File: config.mk
export PLATFORM = sky130hd
export DESIGN_NAME = tx_uart_drain
export DESIGN_NICKNAME = d
export VERILOG_FILES = /design/src/rtl/tx_uart_drain.sv
export SDC_FILE = /design/constraint.sdc
export NUM_CORES = 1
export LEC_CHECK = 0
export BUFFER_PORTS_ARGS = -buffer_cell sky130_fd_sc_hd__buf_2
export CAP_MARGIN = 20
export CORE_MARGIN = 8
export CORE_UTILIZATION = 47
export DETAILED_ROUTE_END_ITERATION = 16
export GPL_TIMING_DRIVEN = 0
export PLACE_DENSITY = 0.67
export SYNTH_ARGS = -nofsm -noshare
export SYNTH_HDL_FRONTEND = slang
export SYNTH_SLANG_ARGS = --single-unit
export TNS_END_PERCENT = 10
File: constraint.sdc
create_clock -name clk -period 5.34 [get_ports clk]
set_input_delay 0.534 -clock clk [delete_from_list [all_inputs] [get_ports clk]]
set_output_delay 0.534 -clock clk [all_outputs]
set_load 0.05 [all_outputs]
File: src/rtl/tx_uart_drain.sv
// Drains 32-bit words from a registered-read TX FIFO and sends each one as four
// UART 8N1 frames on txd, least significant byte first.
module tx_uart_drain #(
   parameter int CLKS_PER_BIT = 868,
   parameter int RD_LATENCY   = 2
) (
   input  logic        clk,
   input  logic        rst_n,
   input  logic        fifo_empty,
   input  logic [31:0] fifo_dout,
   output logic        fifo_re,
   output logic        txd,
   output logic        busy
);

   localparam int BAUD_W = $clog2(CLKS_PER_BIT);
   localparam int CAP_W  = $clog2(RD_LATENCY + 1);

   localparam logic [BAUD_W-1:0] BAUD_RELOAD   = BAUD_W'(CLKS_PER_BIT - 1);
   localparam logic [CAP_W-1:0]  CAP_LOAD      = CAP_W'(RD_LATENCY);
   localparam logic [CAP_W-1:0]  CAP_LAST_WAIT = CAP_W'(2);
   localparam logic [CAP_W-1:0]  CAP_FIRE      = CAP_W'(1);

   localparam logic [2:0] IDLE  = 3'd0;
   localparam logic [2:0] REQ   = 3'd1;
   localparam logic [2:0] WAIT  = 3'd2;
   localparam logic [2:0] START = 3'd3;
   localparam logic [2:0] DATA  = 3'd4;
   localparam logic [2:0] STOP  = 3'd5;

   logic [2:0]        state;
   logic [BAUD_W-1:0] baud;
   logic [CAP_W-1:0]  cap_cnt;
   logic [1:0]        byte_idx;
   logic [2:0]        bit_idx;
   logic [2:0]        bit_nxt;
   logic [31:0]       shift_word;
   logic              cap_en;

   assign bit_nxt = bit_idx + 3'd1;

   // The read data lands one edge into the start bit; the start bit level does
   // not depend on it, which is why CLKS_PER_BIT must be at least 2.
   assign cap_en = (cap_cnt == CAP_FIRE);

   always_ff @(posedge clk) begin
      if (cap_en) shift_word <= fifo_dout;
   end

   always_ff @(posedge clk or negedge rst_n) begin
      if (!rst_n) begin
         state    <= IDLE;
         txd      <= 1'b1;
         fifo_re  <= 1'b0;
         busy     <= 1'b0;
         baud     <= '0;
         cap_cnt  <= '0;
         byte_idx <= '0;
         bit_idx  <= '0;
      end else begin
         fifo_re <= 1'b0;
         if (cap_cnt != '0) cap_cnt <= cap_cnt - CAP_W'(1);
         if (baud != '0) baud <= baud - BAUD_W'(1);

         case (state)
            IDLE: begin
               txd <= 1'b1;
               if (!fifo_empty) begin
                  state   <= REQ;
                  fifo_re <= 1'b1;
                  busy    <= 1'b1;
               end
            end
            REQ: begin
               cap_cnt  <= CAP_LOAD;
               byte_idx <= '0;
               if (RD_LATENCY == 1) begin
                  state <= START;
                  txd   <= 1'b0;
                  baud  <= BAUD_RELOAD;
               end else begin
                  state <= WAIT;
               end
            end
            WAIT: begin
               if (cap_cnt == CAP_LAST_WAIT) begin
                  state <= START;
                  txd   <= 1'b0;
                  baud  <= BAUD_RELOAD;
               end
            end
            START: begin
               if (baud == '0) begin
                  state   <= DATA;
                  bit_idx <= '0;
                  txd     <= shift_word[{byte_idx, 3'd0}];
                  baud    <= BAUD_RELOAD;
               end
            end
            DATA: begin
               if (baud == '0) begin
                  baud <= BAUD_RELOAD;
                  if (bit_idx == 3'd7) begin
                     state <= STOP;
                     txd   <= 1'b1;
                  end else begin
                     bit_idx <= bit_nxt;
                     txd     <= shift_word[{byte_idx, bit_nxt}];
                  end
               end
            end
            STOP: begin
               if (baud == '0) begin
                  if (byte_idx != 2'd3) begin
                     byte_idx <= byte_idx + 2'd1;
                     state    <= START;
                     txd      <= 1'b0;
                     baud     <= BAUD_RELOAD;
                  end else begin
                     state <= IDLE;
                     busy  <= 1'b0;
                  end
               end
            end
            default: begin
               state <= IDLE;
               txd   <= 1'b1;
               busy  <= 1'b0;
            end
         endcase
      end
   end

endmodule

==> Word-level counts from Yosys, hierarchy flattened <==
Cells that the tools add are included.
{ "totals": {"wordCells": 89, "reg_bits": 55} }
{ "classes": {"order_cmp": 2, "bitwise_logic": 2, "n_reduce_logical": 14, "addsub": 4, "n_eq_ne": 18, "muxes": 40} }
{ "ops": {"columns": ["operator", "count"], "rows": [
  ["2-to-1 mux 10 bit", 5],
  ["one-hot mux 10 bit (3 select lines)", 1],
  ["2-to-1 mux 3 bit", 9],
  ["inequality test 2 bit (second input constant)", 10],
  ["one-hot mux 3 bit (6 select lines)", 1],
  ["2-to-1 mux 1 bit", 13],
  ["< comparator 5 x 6 -> 1 bit (second input constant)", 2],
  ["AND reduction 6 bit", 2],
  ["zero test 10 bit", 1],
  ["2-to-1 mux 2 bit", 5],
  ["nonzero test 10 bit", 1],
  ["subtractor 10 x 1 -> 10 bit (second input constant)", 1],
  ["equality test 3 bit (second input constant)", 3],
  ["AND reduction 4 bit", 2],
  ["nonzero test 2 bit", 4],
  ["equality test 3 x 2 -> 1 bit (second input constant)", 2],
  ["one-hot mux 3 bit (2 select lines)", 1],
  ["binary-select mux 1 bit (select 5 bit)", 1],
  ["one-hot mux 1 bit (5 select lines)", 1],
  ["one-hot mux 2 bit (2 select lines)", 1],
  ["OR reduction 4 bit", 1],
  ["adder 3 x 1 -> 3 bit (second input constant)", 1],
  ["equality test 3 x 1 -> 1 bit (second input constant)", 1],
  ["zero test 3 bit", 1],
  ["9 further kinds", 10]
]} }

==> Logic depth before layout (Yosys ltp) <==
Gate-level depths: netlist (run 1).
{ "depth": {"word_depth": 6, "depth_mapped": 11, "ltp_nobuf": 10} }

==> Worst setup path before layout (run 1) <==
Ideal clock, no wire load.
{ "synth_path": {"path_type": "reg2reg", "startpoint": "register baud[3]", "endpoint": "register baud[0]", "setup_slack_ns": 2.952, "path_buffers": 2, "arrival_ns": 2.268, "t_required_ns": 5.220, "path_stages_with_launch": 10, "setup_ns": 0.120, "cell_sequence": "dfrtp_1 -> or4_1 -> buf_2 -> nor3_4 -> inv_2 -> buf_6 -> ha_1 -> nor3b_1 -> a21oi_1 -> a31o_2"} }
{ "synth_between": {"elab_chain_len": 5, "word_cells_on_any_way": 8} }
{ "synth_lines": {"columns": ["item", "line_no", "source"], "rows": [
  ["start, declared", "32", "logic [BAUD_W-1:0] baud;"],
  ["start signal, assigned", "63", "if (baud != '0) baud <= baud - BAUD_W'(1);"],
  ["nonzero test 10 bit", "63", null],
  ["2-to-1 mux 10 bit", "63", null],
  ["2-to-1 mux 10 bit", "114", "if (byte_idx != 2'd3) begin"],
  ["2-to-1 mux 10 bit", "113", "if (baud == '0) begin"],
  ["one-hot mux 10 bit (3 select lines) *", "65", "case (state)"]
]} }
Every way passes the cells marked *; elsewhere a longest branch is shown, timed or not.
A chain may end at the register's enable or synchronous reset.

==> Final worst setup path (run 1) <==
{ "layout_path": {"startpoint": "register bit_idx[0]", "endpoint": "register txd"} }
{ "layout_between": {"elab_chain_len": 6, "word_cells_on_any_way": 7} }
{ "layout_lines": {"columns": ["item", "line_no", "source"], "rows": [
  ["start, declared", "35", "logic [2:0] bit_idx;"],
  ["start signal, assigned", "107", "bit_idx <= bit_nxt;"],
  ["adder 3 x 1 -> 3 bit", "40", "assign bit_nxt = bit_idx + 3'd1;"],
  ["binary-select mux 1 bit (select 5 bit)", "108", "txd <= shift_word[{byte_idx, bit_nxt}];"],
  ["2-to-1 mux 1 bit (implied by the code)", "108", null],
  ["2-to-1 mux 1 bit *", "103", "if (bit_idx == 3'd7) begin"],
  ["2-to-1 mux 1 bit *", "101", "if (baud == '0) begin"],
  ["one-hot mux 1 bit (5 select lines) *", "65", null],
  ["end signal, assigned", "96", "txd <= shift_word[{byte_idx, 3'd0}];"],
  ["end signal, assigned", "108", null],
  ["end, declared", "12", "output logic txd,"]
]} }
Every way passes the cells marked *; elsewhere a longest branch is shown, timed or not. The select of a mux whose other input is x is not followed.

==> metrics, run 1 <==
R2R setup slack 2.68 ns; critical path type flip-flop to flip-flop; synth warn 0; sequential power share 0.493; IO Count 38; post-synth cell types 55; PwrDens 429 nW/um2; Fillers 522; GRT Overall Usage 0.131; via density per instance 5.44; Top Family by Delay on Critical Path buffers and inverters; violation count after the first detailed-route iteration 70; DRT antenna net count 0; dpl hpwl between 3 and 4 mm; Synth Instances 227; Worst Skew 0.00721 ns; Worst R2R End txd; Syn-to-layout area delta 14.4%; CTS sink count 55; Combinational Power Share 0.333; CP max FO 10; Longest Clk Path Bufs 2; TritonRoute pass-1 iters 5; syn avg cell area 12.1 um2; async set or reset register ratio after synthesis 0.418; RR Startpoint bit_idx[0]; switching power roughly 460 uW; fin nets 316; RSZ-0062 raised after global routing false; P_leak about 0.0012 uW; worst path cell trace ha_1 -> ha_1 -> clkbuf_1 -> buf_2 -> mux2i_1 -> a22oi_1 -> and3_1 -> a311oi_1 -> a21oi_1; Starting Density 0.477; CP required around 5.6 ns; clock latency on the worst-skew pair between 0.3 and 0.4 ns; Buffers on Ports 37; minimum clock period approximately 2.7 ns; Max Clk Rate 375 MHz; CTS H-tree depth 2; vias in the first global route about 1900; EDFF count, synth 32; met1 usage 0.164; share of cells above drive strength 1 0.238; CTS Buf Count 5; Cell Area, Synth 2760 um2; die area roughly 8600 um2; Internal Power 892 uW; Tightest Pin Transition 0.713 ns; Row Count 28; GR Layer Usage met2 0.212; Wirelength per Cell 15.3 um; Sw Share 0.341; Die Ht 92.6 um; Worst R2R Path Depth 9; CP peak stage delay about 0.47 ns; Resized cells post-CTS 0; Root Buffer clkbuf_8; Worst setup EP type flip-flop; worst hold path class input port to async pin; leading register cell type out of synthesis edfxtp_1; Startpoint Class flip-flop; Final Hold Viols 0; clock network power share 0.174; Post-DP Area 3060 um2; largest net degree at the start of global routing 24; critical path buffer and inverter count 2; via count 1894; initial antenna violation count 0; worst rel slew slack 0.525; Design Area, Final about 3200 um2; final WL 5.31 mm; status complete, no violations; clk slew on worst S/H paths 0.10 ns; Inserted Diodes 0; Seq cells post-synth 55; global route hottest layer met2; CTS Hold Buffers Added 0; met3 GRT Util 0.0405; gpl congestion 0.752; register area 1540 um2; Max Cap Viol 0; data arrival time of the worst path 2.90 ns; CTS tree done; Die W 92.6 um; Setup Viol. Count Final 0; sequential area share after synthesis 0.558; global-route wire length before repair 9.07 mm; final slew viol count 0; Final period util 0.499; CORE AREA 5780 um2; Syn Nets 271; Multi-input gate area 1140 um2; Max VDD drop 210 uV; most used cell, CP ha_1; grt ovf 0; Post-Route Setup TNS 0 ns; total setup buffers inserted after CTS 0; DRC 0; Critical Path Slowest Stage Cell dfrtp_1
## sequential cells by signal, indices dropped and copies added (netlist names), 2 cells and up
register,count
bit_idx,3
shift_word,32
byte_idx,2
state,3
baud,10
cap_cnt,2
## power groups by stage
stage	Combinational, uW	Clock [uW]	Sequential [uW]
floorplan	321	0	676
global placement	417	0	676
detailed placement	448	0	677
CTS	453	241	667
global route	514	257	682
finish	451	235	667
## cells in the final DEF, fill, tap and decap left out, types with 5 or more instances in the layout
cell type  instances
clkbuf_1           6
dfrtp_1           22
inv_1              6
nand2_1           15
ha_1               9
clkbuf_8           5
edfxtp_1          32
mux2i_1           15
a22o_1             5
o21ai_0           11
nor2_1             9
nor2b_1            7
buf_2             39
a21oi_1           15
nor3_1             7
nand2b_1           7
## metrics by stage
step                hold WS, ns  utilization  power, uW  instances  setup slack [ns]
floorplan                 0.238            -        996        227              2.95
global placement          0.488        0.525       1090        339              2.67
detailed placement        0.492        0.530       1120        340              2.67
CTS                       0.201        0.545       1360        348              2.65
global route              0.218        0.545       1450        348              2.47
finish                    0.183        0.545       1350        348              2.68
## cells by family after synthesis
logic type / after synthesis / synth area share
simple gates: 68 / 0.139
flops: 55 / 0.558
compound gates: 52 / 0.133
mux: 20 / 0.0831
buf+inv: 18 / 0.0295
fa+ha+maj: 9 / 0.0409
xor+xnor: 5 / 0.0159
## Yosys cell counts (all sizes together), types with 3 or more instances
cell type | count | area, um2
nor2b | 7 | 43.8
buf | 5 | 32.5
xnor2 | 4 | 35.0
a22oi | 4 | 30.0
nand2 | 15 | 56.3
a21oi | 15 | 75.1
edfxtp | 32 | 961
nor3 | 9 | 61.3
nor4 | 4 | 25.0
a22o | 5 | 43.8
o21ai | 11 | 55.1
mux2i | 15 | 150
and2 | 3 | 18.8
or3 | 3 | 18.8
inv | 7 | 26.3
nand2b | 7 | 43.8
mux2 | 3 | 33.8
clkbuf | 6 | 22.5
nor2 | 9 | 33.8
or4 | 3 | 22.5
ha | 9 | 113
dfrtp | 22 | 551
## worst max path at each step
| stage | from | end | slack, ns | cells past startpoint |
|---|---|---|---|---|
| 5_1_grt | bit_idx[0] | txd | 2.47 | 9 |
| 3_3_place_gp | bit_idx[0] | txd | 2.67 | 9 |
| 3_5_place_dp | bit_idx[0] | txd | 2.67 | 9 |
| 6_report | bit_idx[0] | txd | 2.68 | 9 |
| 2_1_floorplan | baud[3] | baud[0] | 2.95 | 9 |
| 4_1_cts | bit_idx[0] | txd | 2.65 | 9 |
## layout make-up
cell class / instances / area share
plain buffers: 11 / 0.0175
clock buffers: 5 / 0.0218
clock inverters: 3 / 0.00714
inverters: 7 / 0.00833
multi-input cells: 154 / 0.360
flip-flops and latches: 55 / 0.488
well taps: 75 / 0.0298
repair buffers: 38 / 0.0675
## layer usage
layer  vias to the layer above  share of wire
li1                        943              -
met1                       891           0.46
met2                        53           0.47
met3                         7          0.059
met4                         0          0.015
met5                         -              0
Note: power is estimated with default switching activity, not from simulation.
==> run 2, diff against run 1 <==
clock period = 2.8 ns   (was 5.34 ns; I/O delays follow)
==> metrics, run 2 (synthesis gave the netlist of run 1 again) <==
status complete, no violations (unchanged); global-route wire length before repair 9.08 mm (was 9.07 mm); largest net degree at the start of global routing 24 (unchanged); Max VDD drop 401 uV (was 210 uV); hold path start fifo_empty; Starting Density 0.477 (unchanged); P_leak 0.00123 uW (about the same); Fillers 521 (was 522); via count 1870 (was 1894); worst rel slew slack 0.527 (was 0.525); number of flip-flops under the largest register name 32 (unchanged); worst path cell trace or4_1 -> buf_2 -> nor3_4 -> inv_2 -> buf_6 -> ha_1 -> nor3_1 -> a221oi_1 -> a31o_2 (was ha_1 -> ha_1 -> clkbuf_1 -> buf_2 -> mux2i_1 -> a22oi_1 -> and3_1 -> a311oi_1 -> a21oi_1); Post-Route Setup TNS 0 ns (unchanged); CTS sink count 55 (unchanged); worst hold path class input port to flip-flop (was input port to async pin); CP peak stage delay 0.53 ns (was 0.47 ns); clk slew on worst S/H paths 0.10 ns (about the same); RR Startpoint baud[3] (was bit_idx[0]); CP required 3.01 ns (was 5.57 ns); Critical Path Slowest Stage Cell or4_1 (was dfrtp_1); biggest regs shift_word: 32 flops, baud: 10 flops (unchanged); worst setup path startpoint baud[3] (was bit_idx[0]); DRT antenna net count 0 (unchanged); data arrival time of the worst path 2.84 ns (was 2.90 ns); initial antenna violation count 0 (unchanged); CORE AREA 5780 um2 (unchanged); DRC 0 (unchanged); violation count after the first detailed-route iteration 69 (was 70); die area 8570 um2 (unchanged); CP max FO 10 (unchanged); Syn-to-layout area delta 14.8% (was 14.4%); vias in the first global route 1943 (was 1941); critical path buffer and inverter count 3 (was 2); critical path type flip-flop to flip-flop (unchanged); dpl cells 340 (unchanged); PwrDens 817 nW/um2 (was 429 nW/um2); most common cell after layout, fill and taps aside buf_2 (unchanged); gpl congestion 0.752 (unchanged); Final Hold Viols 0 (unchanged); R2R setup slack 0.18 ns (was 2.68 ns); Startpoint Class flip-flop (unchanged); Inserted Diodes 0 (unchanged); Final period util 0.937 (was 0.499); clock latency on the worst-skew pair 0.31 ns (about the same); Max Clk Rate 381 MHz (was 375 MHz); Most flops, register shift_word (unchanged); total setup buffers inserted after CTS 0 (unchanged); IO Count 38 (unchanged); non-filler cells, final 348 (unchanged); CTS tree done (unchanged); CTS Buf Count 5 (unchanged); Worst setup EP type flip-flop (unchanged); RSZ-0062 raised after global routing false (unchanged); Top Family by Delay on Critical Path simple AND/OR/NAND/NOR gates (was buffers and inverters); Wirelength per Cell 15.2 um (was 15.3 um); Die Ht 92.6 um (unchanged); Max Cap Viol 0 (unchanged); final WL 5.30 mm (was 5.31 mm); Root Buffer clkbuf_8 (unchanged); Row Count 28 (unchanged); final slew viol count 0 (unchanged); commonest cells after routing, fill and taps aside buf_2 (38), edfxtp_1 (32), dfrtp_1 (22) (was buf_2 (39), edfxtp_1 (32), dfrtp_1 (22)); Post-DP Area 3060 um2 (unchanged); CTS H-tree depth 2 (unchanged); via density per instance 5.37 (was 5.44); fin nets 316 (unchanged); Design Area, Final 3160 um2 (was 3150 um2); Tightest Pin Transition 0.709 ns (was 0.713 ns); dpl hpwl 3.85 mm (unchanged); grt ovf 0 (unchanged); Longest Clk Path Bufs 2 (unchanged); GRT Overall Usage 0.132 (was 0.131); TritonRoute pass-1 iters 4 (was 5); minimum clock period 2.62 ns (was 2.66 ns); Buffers on Ports 37 (unchanged); Die W 92.6 um (unchanged); Worst Skew 0.00742 ns (was 0.00721 ns); share of cells above drive strength 1 0.238 (unchanged); Setup Viol. Count Final 0 (unchanged)
-- run 2: per-layer routing --
metal,share of wire,vias up,wire (um),global-route usage
li1,-,942,-,-
met1,0.46,873,2450,0.164
met2,0.47,49,2470,0.212
met3,0.057,6,300,0.0405
met4,0.015,0,78,0.0443
met5,0,-,0,0
-- run 2: final cells by class --
class | instances | area [um2] | share of cell area
plain buffers | 10 | 53.8 | 0.0170
inverters | 7 | 26.3 | 0.00831
well taps | 75 | 93.8 | 0.0297
repair buffers | 39 | 223 | 0.0704
multi-input cells | 154 | 1140 | 0.359
clock inverters | 3 | 22.5 | 0.00712
flip-flops and latches | 55 | 1540 | 0.486
clock buffers | 5 | 68.8 | 0.0218
-- run 2: final timing paths --
kind                         endpoint  cells after the start
setup / recovery              baud[0]                      9
hold / removal                fifo_re                      2
setup reg to reg              baud[0]                      9
hold reg to reg            bit_idx[2]                      1
max in group asynchronous         txd                      2
min in group asynchronous    state[2]                      2
-- run 2: where the power goes --
part | switching [uW] | internal [uW]
Combinational | 484 | 378
Clock | 269 | 180
Sequential | 127 | 1140
-- run 2: per-stage QoR --
stage | power (uW) | setup slack (ns) | hold WS (ns) | utilization
after floorplan | 1900 | 0.412 | -0.0156 | -
after global placement | 2090 | 0.130 | 0.287 | 0.525
after detailed placement | 2140 | 0.134 | 0.294 | 0.530
after CTS | 2600 | 0.111 | 0.127 | 0.547
after global routing | 2770 | 0.00305 | 0.118 | 0.547
final | 2580 | 0.177 | 0.134 | 0.547
-- run 2: timing repair --
item / in CTS / in global routing
hold endpoints to repair: 22 / 0
endpoints found under the setup margin: 0 / 1
gates resized for setup: 0 / 1
hold buffers: 1 / 0
==> run 3, diff against run 2 <==
--- a/config.mk
+++ b/config.mk
@@ -12,4 +12,6 @@
 export DETAILED_ROUTE_END_ITERATION = 16
+export GPL_ROUTABILITY_DRIVEN = 0
 export GPL_TIMING_DRIVEN = 0
 export PLACE_DENSITY = 0.67
+export SLEW_MARGIN = 20
 export SYNTH_ARGS = -nofsm -noshare
==> constraint.sdc (replaced) <==
create_clock -name clk -period 2.8 [get_ports clk]
set_input_delay 0.42 -clock clk [delete_from_list [all_inputs] [get_ports clk]]
set_output_delay 0.42 -clock clk [all_outputs]
set_load 0.05 [all_outputs]
==> metrics, run 3 (synthesis gave the netlist of run 1 again) <==
DRC 0 (unchanged); CTS H-tree depth 2 (unchanged); final slew viol count 0 (unchanged); Fillers 536 (was 521); clk slew on worst S/H paths 0.10 ns (about the same); P_leak 0.00122 uW (was 0.00123 uW); Inserted Diodes 0 (unchanged); status complete, no violations (unchanged); data arrival time of the worst path 2.85 ns (was 2.84 ns); clock latency on the worst-skew pair 0.30 ns (was 0.31 ns); initial antenna violation count 0 (unchanged); Critical Path Slowest Stage Cell or4_1 (unchanged); Row Count 28 (unchanged); Startpoint Class flip-flop (unchanged); Worst setup EP type flip-flop (unchanged); CP max FO 10 (unchanged); CP required 3.01 ns (about the same); fin nets 314 (was 316); Buffers on Ports 37 (unchanged); vias in the first global route 1928 (was 1943); biggest regs shift_word: 32 flops, baud: 10 flops (unchanged); Syn-to-layout area delta 14.1% (was 14.8%); worst rel slew slack 0.526 (was 0.527); CTS tree done (unchanged); critical path buffer and inverter count 3 (unchanged); dpl hpwl 3.77 mm (was 3.85 mm); total setup buffers inserted after CTS 0 (unchanged); Worst Skew 0.00797 ns (was 0.00742 ns); IO Count 38 (unchanged); DRT antenna net count 0 (unchanged); Root Buffer clkbuf_8 (unchanged); critical path type flip-flop to flip-flop (unchanged); global-route wire length before repair 8.91 mm (was 9.08 mm); worst hold path class input port to async pin (was input port to flip-flop); Wirelength per Cell 15.1 um (was 15.2 um); register area 1540 um2 (unchanged); final worst setup slack 0.154 ns (was 0.177 ns); CTS Hold Buffers Added 0 (was 1); CORE AREA 5780 um2 (unchanged); Design Area, Final 3140 um2 (was 3160 um2); dpl cells 339 (was 340); WHS 0.0701 ns (was 0.134 ns); GRT Overall Usage 0.127 (was 0.132); CP peak stage delay 0.54 ns (was 0.53 ns); Tightest Pin Transition 0.711 ns (was 0.709 ns); Final Hold Viols 0 (unchanged); PwrDens 832 nW/um2 (was 817 nW/um2); TritonRoute pass-1 iters 6 (was 4); Multi-input gate area 1140 um2 (about the same); via count 1861 (was 1870); largest net degree at the start of global routing 33 (was 24); minimum clock period 2.65 ns (was 2.62 ns); Most flops, register shift_word (unchanged); Max VDD drop 411 uV (was 401 uV); Final period util 0.945 (was 0.937); Die W 92.6 um (unchanged); Placement Setup Slack 0.107 ns (was 0.134 ns); die area 8570 um2 (unchanged); fin util 0.544 (was 0.547); Resized cells post-CTS 0 (unchanged); Die Ht 92.6 um (unchanged); number of flip-flops under the largest register name 32 (unchanged); Max Cap Viol 0 (unchanged); most common cell after layout, fill and taps aside buf_2 (unchanged); via density per instance 5.38 (was 5.37); Setup Viol. Count Final 0 (unchanged); grt ovf 0 (unchanged); worst path cell trace or4_1 -> buf_2 -> nor3_4 -> inv_2 -> buf_6 -> ha_1 -> nor3_1 -> a221oi_1 -> a31o_2 (unchanged); Starting Density 0.477 (unchanged); CTS sink count 55 (unchanged); Max Clk Rate 378 MHz (was 381 MHz); Top Family by Delay on Critical Path simple AND/OR/NAND/NOR gates (unchanged); Longest Clk Path Bufs 2 (unchanged); commonest cells after routing, fill and taps aside buf_2 (39), edfxtp_1 (32), dfrtp_1 (22) (was buf_2 (38), edfxtp_1 (32), dfrtp_1 (22)); final WL 5.21 mm (was 5.30 mm); RSZ-0062 raised after global routing true (was false); violation count after the first detailed-route iteration 87 (was 69); Post-DP Area 3040 um2 (was 3060 um2); non-filler cells, final 346 (was 348); share of cells above drive strength 1 0.236 (was 0.238); CTS Buf Count 5 (unchanged)
## run 3: path summary, 6_finish.rpt
kind,from,endpoint,slack [ns],cells past startpoint
min in group clk,fifo_empty,fifo_re,0.29,2
max in group asynchronous,rst_n,txd,2.37,1
setup / recovery,baud[3],baud[0],0.15,9
setup reg to reg,baud[3],baud[0],0.15,9
hold reg to reg,bit_idx[1],bit_idx[1],0.52,1
hold / removal,rst_n,fifo_re,0.07,1
## run 3: layout make-up
class | count | area share
repair buffers | 37 | 0.0589
clock inverters | 2 | 0.0119
multi-input cells | 154 | 0.362
clock buffers | 6 | 0.0231
well taps | 75 | 0.0299
inverters | 7 | 0.00836
flip-flops and latches | 55 | 0.489
plain buffers | 10 | 0.0163
## run 3: per-layer routing
layer | global-route usage | share of wire | up-vias
met4 | 0.0322 | 0.0063 | 0
met1 | 0.160 | 0.48 | 869
met5 | 0 | 0 | -
met3 | 0.0405 | 0.053 | 5
li1 | - | - | 937
met2 | 0.208 | 0.46 | 50
## run 3: through the flow
step	power, uW	setup TNS, ns
2_1_floorplan	1900	0
3_3_place_gp	2090	0
3_5_place_dp	2110	0
4_1_cts	2630	0
5_1_grt	2800	-0.0181
6_report	2610	0
## run 3: power by group
part / switching, uW / total (uW) / internal, uW
Clock: 250 / 517 / 267
Sequential: 129 / 1280 / 1150
Combinational: 476 / 820 / 344
Total: 855 / 2610 / 1760
